### config.mk
export PLATFORM = sky130hd
export DESIGN_NAME = multicycle_ctrl
export DESIGN_NICKNAME = d
export VERILOG_FILES = /design/src/rtl/multicycle_ctrl.sv
export SDC_FILE = /design/constraint.sdc
export NUM_CORES = 1
export LEC_CHECK = 0
export CAP_MARGIN = 25
export CORE_MARGIN = 3
export CORE_UTILIZATION = 40
export DETAILED_ROUTE_END_ITERATION = 10
export PLACE_DENSITY_LB_ADDON = 0.15
export SLEW_MARGIN = 20
export SYNTH_ARGS = -nofsm -noshare
export SYNTH_HDL_FRONTEND = slang
export SYNTH_SLANG_ARGS = --single-unit
### constraint.sdc
create_clock -name clk -period 2.85 [get_ports clk]
set_input_delay 0.285 -clock clk [delete_from_list [all_inputs] [get_ports clk]]
set_output_delay 0.285 -clock clk [all_outputs]
set_load 0.02 [all_outputs]
### src/rtl/multicycle_ctrl.sv
// Multi-cycle RV32-style control FSM: sequences fetch, decode, execute,
// memory and write-back, raises the datapath strobes for each phase and
// counts retired instructions. SYSTEM or unknown opcodes park it in HALT.
module multicycle_ctrl #(
  parameter int CNT_W = 32
) (
  input  logic             clk,
  input  logic             rst_n,
  input  logic             run,
  input  logic [4:0]       opcode,
  input  logic             branch_taken,
  output logic             imem_req,
  input  logic             imem_ack,
  output logic             dmem_req,
  output logic             dmem_we,
  input  logic             dmem_ack,
  output logic             ir_write,
  output logic [2:0]       imm_sel,
  output logic             alu_src_b,
  output logic             reg_write,
  output logic [1:0]       wb_sel,
  output logic             pc_write,
  output logic [1:0]       pc_src,
  output logic [2:0]       state,
  output logic             halted,
  output logic             illegal,
  output logic [CNT_W-1:0] retired
);

  typedef enum logic [2:0] {
    ST_IDLE   = 3'd0,
    ST_FETCH  = 3'd1,
    ST_DECODE = 3'd2,
    ST_EXEC   = 3'd3,
    ST_MEM    = 3'd4,
    ST_WB     = 3'd5,
    ST_HALT   = 3'd6,
    ST_BAD    = 3'd7
  } state_t;

  typedef enum logic [3:0] {
    C_R, C_I, C_LOAD, C_STORE, C_BRANCH, C_JAL, C_JALR, C_LUI, C_AUIPC, C_SYS, C_ILL
  } cls_t;

  // decoded instruction held from DECODE through WB
  typedef struct packed {
    cls_t       cls;
    logic [2:0] imm;
  } dec_t;

  localparam logic [2:0] IMM_I = 3'd0;
  localparam logic [2:0] IMM_S = 3'd1;
  localparam logic [2:0] IMM_U = 3'd2;
  localparam logic [2:0] IMM_J = 3'd3;
  localparam logic [2:0] IMM_B = 3'd4;

  localparam logic [1:0] WB_ALU = 2'd0;
  localparam logic [1:0] WB_MEM = 2'd1;
  localparam logic [1:0] WB_PC4 = 2'd2;
  localparam logic [1:0] WB_IMM = 2'd3;

  localparam logic [1:0] PC_SEQ = 2'd0;
  localparam logic [1:0] PC_REL = 2'd1;
  localparam logic [1:0] PC_ALU = 2'd2;

  function automatic dec_t decode(input logic [4:0] op);
    dec_t d;
    d.cls = C_ILL;
    d.imm = IMM_I;
    case (op)
      5'b01100: d.cls = C_R;
      5'b00100: d.cls = C_I;
      5'b00000: d.cls = C_LOAD;
      5'b01000: begin d.cls = C_STORE;  d.imm = IMM_S; end
      5'b11000: begin d.cls = C_BRANCH; d.imm = IMM_B; end
      5'b11011: begin d.cls = C_JAL;    d.imm = IMM_J; end
      5'b11001: d.cls = C_JALR;
      5'b01101: begin d.cls = C_LUI;    d.imm = IMM_U; end
      5'b00101: begin d.cls = C_AUIPC;  d.imm = IMM_U; end
      5'b11100: d.cls = C_SYS;
      default:  d.cls = C_ILL;
    endcase
    return d;
  endfunction

  state_t           st_q, st_d;
  dec_t             dec_q, dec_in;
  logic             load_dec, set_ill, retire, ill_q;
  logic [CNT_W-1:0] ret_q;
  logic             use_imm;

  assign dec_in  = decode(opcode);
  // only register-register ALU ops and branch compares take rs2 on port B
  assign use_imm = !(dec_q.cls inside {C_R, C_BRANCH});

  assign state   = st_q;
  assign halted  = (st_q == ST_HALT);
  assign illegal = ill_q;
  assign retired = ret_q;

  // state register
  always_ff @(posedge clk or negedge rst_n) begin
    if (!rst_n) st_q <= ST_IDLE;
    else        st_q <= st_d;
  end

  // decoded-class latch, written only in DECODE
  always_ff @(posedge clk or negedge rst_n) begin
    if (!rst_n)        dec_q <= '0;
    else if (load_dec) dec_q <= dec_in;
  end

  // sticky illegal flag, cleared only by reset
  always_ff @(posedge clk or negedge rst_n) begin
    if (!rst_n)       ill_q <= 1'b0;
    else if (set_ill) ill_q <= 1'b1;
  end

  // retired counter, wraps silently
  always_ff @(posedge clk or negedge rst_n) begin
    if (!rst_n)      ret_q <= '0;
    else if (retire) ret_q <= ret_q + CNT_W'(1);
  end

  // next state and per-phase strobes
  always_comb begin
    st_d      = st_q;
    imem_req  = 1'b0;
    dmem_req  = 1'b0;
    dmem_we   = 1'b0;
    ir_write  = 1'b0;
    imm_sel   = IMM_I;
    alu_src_b = 1'b0;
    reg_write = 1'b0;
    wb_sel    = WB_ALU;
    pc_write  = 1'b0;
    pc_src    = PC_SEQ;
    load_dec  = 1'b0;
    set_ill   = 1'b0;
    retire    = 1'b0;
    case (st_q)
      ST_IDLE: begin
        if (run) st_d = ST_FETCH;
      end
      ST_FETCH: begin
        imem_req = 1'b1;
        if (imem_ack) begin
          ir_write = 1'b1;
          st_d     = ST_DECODE;
        end
      end
      ST_DECODE: begin
        load_dec = 1'b1;
        if (dec_in.cls == C_SYS || dec_in.cls == C_ILL) begin
          set_ill = (dec_in.cls == C_ILL);
          st_d    = ST_HALT;
        end else begin
          st_d = ST_EXEC;
        end
      end
      ST_EXEC: begin
        imm_sel   = dec_q.imm;
        alu_src_b = use_imm;
        case (dec_q.cls)
          C_BRANCH: begin
            pc_write = 1'b1;
            pc_src   = branch_taken ? PC_REL : PC_SEQ;
            retire   = 1'b1;
            st_d     = run ? ST_FETCH : ST_IDLE;
          end
          C_LOAD, C_STORE: st_d = ST_MEM;
          default:         st_d = ST_WB;
        endcase
      end
      ST_MEM: begin
        imm_sel   = dec_q.imm;
        alu_src_b = use_imm;
        dmem_req  = 1'b1;
        dmem_we   = (dec_q.cls == C_STORE);
        if (dmem_ack) begin
          if (dec_q.cls == C_STORE) begin
            pc_write = 1'b1;
            retire   = 1'b1;
            st_d     = run ? ST_FETCH : ST_IDLE;
          end else begin
            st_d = ST_WB;
          end
        end
      end
      ST_WB: begin
        imm_sel   = dec_q.imm;
        alu_src_b = use_imm;
        reg_write = 1'b1;
        pc_write  = 1'b1;
        retire    = 1'b1;
        case (dec_q.cls)
          C_LOAD:  wb_sel = WB_MEM;
          C_JAL:   begin wb_sel = WB_PC4; pc_src = PC_REL; end
          C_JALR:  begin wb_sel = WB_PC4; pc_src = PC_ALU; end
          C_LUI:   wb_sel = WB_IMM;
          default: wb_sel = WB_ALU;
        endcase
        st_d = run ? ST_FETCH : ST_IDLE;
      end
      ST_HALT: st_d = ST_HALT;
      default: st_d = ST_IDLE;
    endcase
  end

endmodule

==> impl_metrics.toml, run 1 <==
[final_layout]
fillers = 534
layout.nets = 322
drive_gt1_share_pct = 9.32
num_antenna_cells = 0
area_growth_pct = 32.1
final_common_cell = "clkdlybuf4s50_1"
most-common-layout-cells = "clkdlybuf4s50_1, dfrtp_1, xnor2_1"

[timing]
hold_slack_ps = 439
clock.fmax_ghz = 0.383
period_share_pct = 91.5
tightest_slew_ps = 696
drv_slew = 0
slew_headroom_pct = 53.6
hold_viol_final = 0
rsz0062_at_grt = "no"
tns_ps = 0
setup_violations = 0
finalClockSkew_ps = 11.3
fin_crit_ps = 2610

[synth]
async_flop_share_pct = 100
synth_edf_count = 0
synth_seq_cells = 43
synth_ff_type = "dfrtp_1"
synth_nets = 261
syn_area_um2 = 2450
yosys_warnings = 0
synth.distinct_cells = 50
ys_seq_area_share_pct = 43.9
synth.avg_cell_area_um2 = 9.84
syn_inst = 249

[route]
wl_um = 5530
avgViaCountPerCell = 5.30
antenna_left = 0
vias = 2029
firstDrtPassIters = 4
initialDrtViolationCount = 76
wl_per_cell_um = 14.4
remaining_drc_errors = 0

[floorplan]
ios = 62
die_y_um = 84.3
die_width_um = 84.3
initial_utilization_pct = 42.9
placementRows = 27
core_um2 = 5710
die_area_um2 = 7100

[global_route]
top_usage_layer = "met2"
globalRouteMet2Util_pct = 24.6
grtUsageMet1_pct = 23.9
grt_pass1_wl_um = 9580
grt_max_degree = 44
grt_overflow = 0
grt_pass1_vias = 1943
antenna_found_initial = 0
grtUsageMet3_pct = 3.14
grt_util_all_layers_pct = 16.3

[setup_path]
crit_family = "simple AND/OR/NAND/NOR gates"
crit_path_cell_trace = "nor2b_1 -> nand2_2 -> nor2_1 -> nand2_1 -> nor3b_1 -> clkdlybuf4s50_1"
critPathCaptureType = "primary output"
crit_type = "reg -> out"
path_max_fanout = 10
required_ps = 2570
arrival_ps = 2320
critPathSlowestCell = "clkdlybuf4s50_1"
cp_slowest_stage_delay_ps = 630
worst-path-buf-inv = 1
critPathLaunchType = "register"

[placed_design]
port_buffers = 61
gp_congestion = 0.900
dp_hpwl_um = 4060

[clock_tree]
cts_made_buffers = 5
h-tree-depth = 2
clk_pin_slew_ps = 90
clk_path_buf_depth = 2
postCtsSetupRepairBufs = 0
insertion_delay_ps = 300
cts_tree = "done"
ctsRootBufferMaster = "clkbuf_8"
cts.sinks = 43

[power_and_ir_drop]
ir_worst_vdd_mv = 0.465
p_leak_nw = 1.31
power_density_nw_per_um2 = 690

[hold_path]
hold_path_class = "in -> async"

[job]
cap_violations = 0

[status]
status = "finished, final reports clean"
-- report_power, final --
part	total [W]	internal, W	switching (W)
registers	0.000902	0.000720	0.000182
logic	0.000847	0.000403	0.000444
clock network	0.000484	0.000261	0.000223
-- sequential cells by signal, indices dropped and copies added, names as in the netlist --
name / count
retired: 32
dec_q: 7
state: 3
illegal: 1
-- cells by family (layout without fill, tap and decap cells) --
family	count (synthesis)	after routing	share of synthesized area [%]
buf+inv	20	82	4.03
flops	43	43	43.9
simple gates	115	115	28.2
mux	3	3	1.28
compound gates	35	35	10.7
xor+xnor	32	32	11.4
fa+ha+maj	1	1	0.510
-- per-layer routing --
metal	share of wire (%)	vias to the layer above
li1	-	997
met1	50	978
met2	45	52
met3	4.1	2
met4	0.34	0
met5	0	-
-- through the flow --
step                power (W)  instances  cell area (µm²)  worst slack [ps]  util, %
floorplan             0.00143        249             2450               731        -
global placement      0.00175        373             3090               533     54.2
detailed placement    0.00176        373             3090               478     54.2
CTS                   0.00224        381             3210               146     56.1
global route          0.00238        383             3240              51.3     56.7
finish                0.00223        383             3240               242     56.7
-- cell usage after synthesis (2+ instances only) --
| master | instances | share of area (%) |
|---|---|---|
| inv_1 | 10 | 1.5 |
| buf_4 | 2 | 0.61 |
| nor2b_1 | 3 | 0.77 |
| a31oi_1 | 2 | 0.51 |
| nand2b_1 | 6 | 1.5 |
| nor3_1 | 5 | 1.0 |
| nand4_1 | 11 | 2.8 |
| or2_2 | 2 | 0.51 |
| or3_1 | 2 | 0.51 |
| o21ai_0 | 8 | 1.6 |
| clkbuf_1 | 5 | 0.77 |
| mux2i_1 | 2 | 0.82 |
| buf_6 | 2 | 0.92 |
| nor3b_1 | 3 | 0.92 |
| nor2_1 | 18 | 2.8 |
| and2_1 | 4 | 1.0 |
| nand2_1 | 24 | 3.7 |
| a21oi_2 | 2 | 0.71 |
| nor4_4 | 3 | 2.6 |
| nand3_1 | 15 | 3.1 |
| xor2_1 | 7 | 2.5 |
| dfrtp_1 | 43 | 44 |
| and4_1 | 2 | 0.71 |
| a21oi_1 | 8 | 1.6 |
| and3_1 | 9 | 2.3 |
| o31ai_1 | 3 | 0.92 |
| xnor2_1 | 25 | 8.9 |
-- final timing paths --
| check | from | endpoint | slack (ps) | depth (start not counted) |
|---|---|---|---|---|
| min in group clk | dec_q[0] | dec_q[0] | 480 | 2 |
| max | state[1] | pc_src[1] | 240 | 6 |
| max in group asynchronous | rst_n | dec_q[5] | 1920 | 3 |
| min | rst_n | retired[7] | 440 | 2 |
| max reg2reg | dec_q[3] | retired[31] | 690 | 5 |
| min reg2reg | dec_q[0] | dec_q[0] | 480 | 2 |
-- final cells by class --
type | count | area [µm²] | share of cell area (%)
Clock buffer | 5 | 68.8 | 2.13
Clock inverter | 3 | 43.8 | 1.35
Inverter | 10 | 37.5 | 1.16
Multi-Input combinational cell | 186 | 1280 | 39.5
Sequential cell | 43 | 1080 | 33.2
Tap cell | 72 | 90.1 | 2.78
Timing Repair Buffer | 64 | 643 | 19.9
-- timing repair --
item,in CTS,in global routing
setup endpoints to repair,0,1
hold buffers,0,1
resized for setup,0,1
hold endpoints to repair,0,16
-- worst register-to-register path: stages, from the launching register on --
cell and delay, ps:
dfrtp_1 510, nor4b_4 460, a32oi_4 130, a21oi_2 590, nand4_1 210, xnor2_1 170
Power figures use the tool's default switching activity.
==> run 2: changes to the inputs <==
HOLD_SLACK_MARGIN = 0.03   (was default)
==> results of run 2 <==
The final DEF is identical to that of run 1; final timing and power are the same.
==> run 3: changes to the inputs <==
CORE_ASPECT_RATIO = 1.25   (was default)
CORE_MARGIN = 10   (was 3)
CORE_UTILIZATION = 53   (was 40)
==> impl_metrics.toml, run 3 (synthesis gave the netlist of run 1 again) <==
[power_and_ir_drop]
comb_power_share_pct = 39.0
clkPwrFrac_pct = 18.5
power_density_nw_per_um2 = 672
sw_frac_of_total_pct = 39.9
ir_worst_vdd_mv = 0.499
p_seq_share_pct = 42.5
p_int_w = 0.00130
switchingPower_w = 0.000859
p_leak_nw = 1.31

[final_layout]
multi_input_area_um2 = 1280
regArea_um2 = 1080
final_util_pct = 72.4
num_antenna_cells = 0
fillers = 353
drive_gt1_share_pct = 9.65
final_common_cell = "clkdlybuf4s50_1"
layout.nets = 322
most-common-layout-cells = "clkdlybuf4s50_1, dfrtp_1, xnor2_1"
area_growth_pct = 30.7
finalInstanceArea_um2 = 3200
largest_register_ffs = 32

[setup_path]
worst-path-buf-inv = 1
arrival_ps = 2350
crit_path_frequent_cell = "nand2_1"
path_max_fanout = 12
required_ps = 2570
critPathCaptureType = "primary output"
crit_type = "reg -> out"
critPathLaunchType = "register"
cp_slowest_stage_delay_ps = 640
critPathSlowestCell = "clkdlybuf4s50_1"
crit_path_cell_trace = "nor2b_2 -> nand2_1 -> nor2_1 -> nand2_1 -> nor3b_1 -> clkdlybuf4s50_1"
crit_family = "simple AND/OR/NAND/NOR gates"

[route]
vias = 2069
avgViaCountPerCell = 5.61
initialDrtViolationCount = 146
wl_per_cell_um = 16.2
antenna_left = 0
dr.max_layer_used = "met4"
wl_met1_um = 2250
firstDrtPassIters = 4
remaining_drc_errors = 0
met3WireLength_um = 423
wl_met2_um = 3240
wl_um = 5980

[placed_design]
port_buffers = 61
place_area_um2 = 3080
pre_cts_ws_ps = 365
dp_hpwl_um = 4660
gp_congestion = 0.841

[clock_tree]
clk_pin_slew_ps = 90
h-tree-depth = 2
cts.sinks = 43
cts_made_buffers = 5
cts_tree = "done"
clk_path_buf_depth = 2
insertion_delay_ps = 290
ctsRootBufferMaster = "clkbuf_8"

[floorplan]
core_um2 = 4430
ios = 62
die_y_um = 96.0
placementRows = 27
die_area_um2 = 7760
initial_utilization_pct = 55.4
die_width_um = 80.8

[hold_path]
hold_path_class = "in -> async"

[global_route]
antenna_found_initial = 0
grt_pass1_vias = 2100
grt_util_all_layers_pct = 15.8
grt_max_degree = 44
grt_pass1_wl_um = 9940
grt_overflow = 0

[timing]
hold_viol_final = 0
fin_crit_ps = 2640
finalClockSkew_ps = 12.2
worst_slack_ps = 210
setup_violations = 0
tightest_slew_ps = 456
hold_slack_ps = 393
tns_ps = 0
clock.fmax_ghz = 0.379
period_share_pct = 92.6
drv_slew = 0
rsz0062_at_grt = "no"
slew_headroom_pct = 69.6

[job]
cap_violations = 0

[status]
status = "finished, final reports clean"
## run 3: power by group through the flow
stage | clock (W) | combinational (W) | sequential [W]
floorplan | 0 | 0.000537 | 0.000894
global placement | 0 | 0.000828 | 0.000919
detailed placement | 0 | 0.000843 | 0.000923
CTS | 0.000406 | 0.000848 | 0.000913
global route | 0.000433 | 0.000923 | 0.000946
finish | 0.000399 | 0.000840 | 0.000915
## run 3: through the flow
step	total power, W	std cells
6_report	0.00215	369
5_1_grt	0.00230	369
4_1_cts	0.00217	367
3_5_place_dp	0.00177	359
3_3_place_gp	0.00175	359
2_1_floorplan	0.00143	249
## run 3: path summary, 6_finish.rpt
check,startpoint,endpoint,slack (ps),cells past startpoint
setup / recovery,state[2],pc_src[1],210,6
hold / removal,rst_n,retired[4],390,2
setup reg to reg,dec_q[4],retired[31],810,6
hold reg to reg,illegal,illegal,480,1
max in group asynchronous,rst_n,state[2],2000,3
min in group clk,illegal,illegal,480,1
## run 3: layer usage
metal	up-vias	track usage, %
met5	-	0
met4	0	4.77
met3	5	4.85
met2	59	28.7
met1	1011	17.1
li1	994	-
## run 3: area by class of cell
cell class,count,area share (%)
clock buffers,5,2.15
clock inverters,3,0.742
inverters,10,1.17
multi-input cells,186,39.9
flip-flops and latches,43,33.6
well taps,58,2.26
repair buffers,64,20.1
## run 3: what timing repair did
| action | CTS | global route |
|---|---|---|
| setup endpoints to repair | 0 | 4 |
| endpoints found under the hold margin | 0 | 10 |
| hold buffers | 0 | 1 |
| buffers inserted | 0 | 0 |
| resized for setup | 0 | 3 |
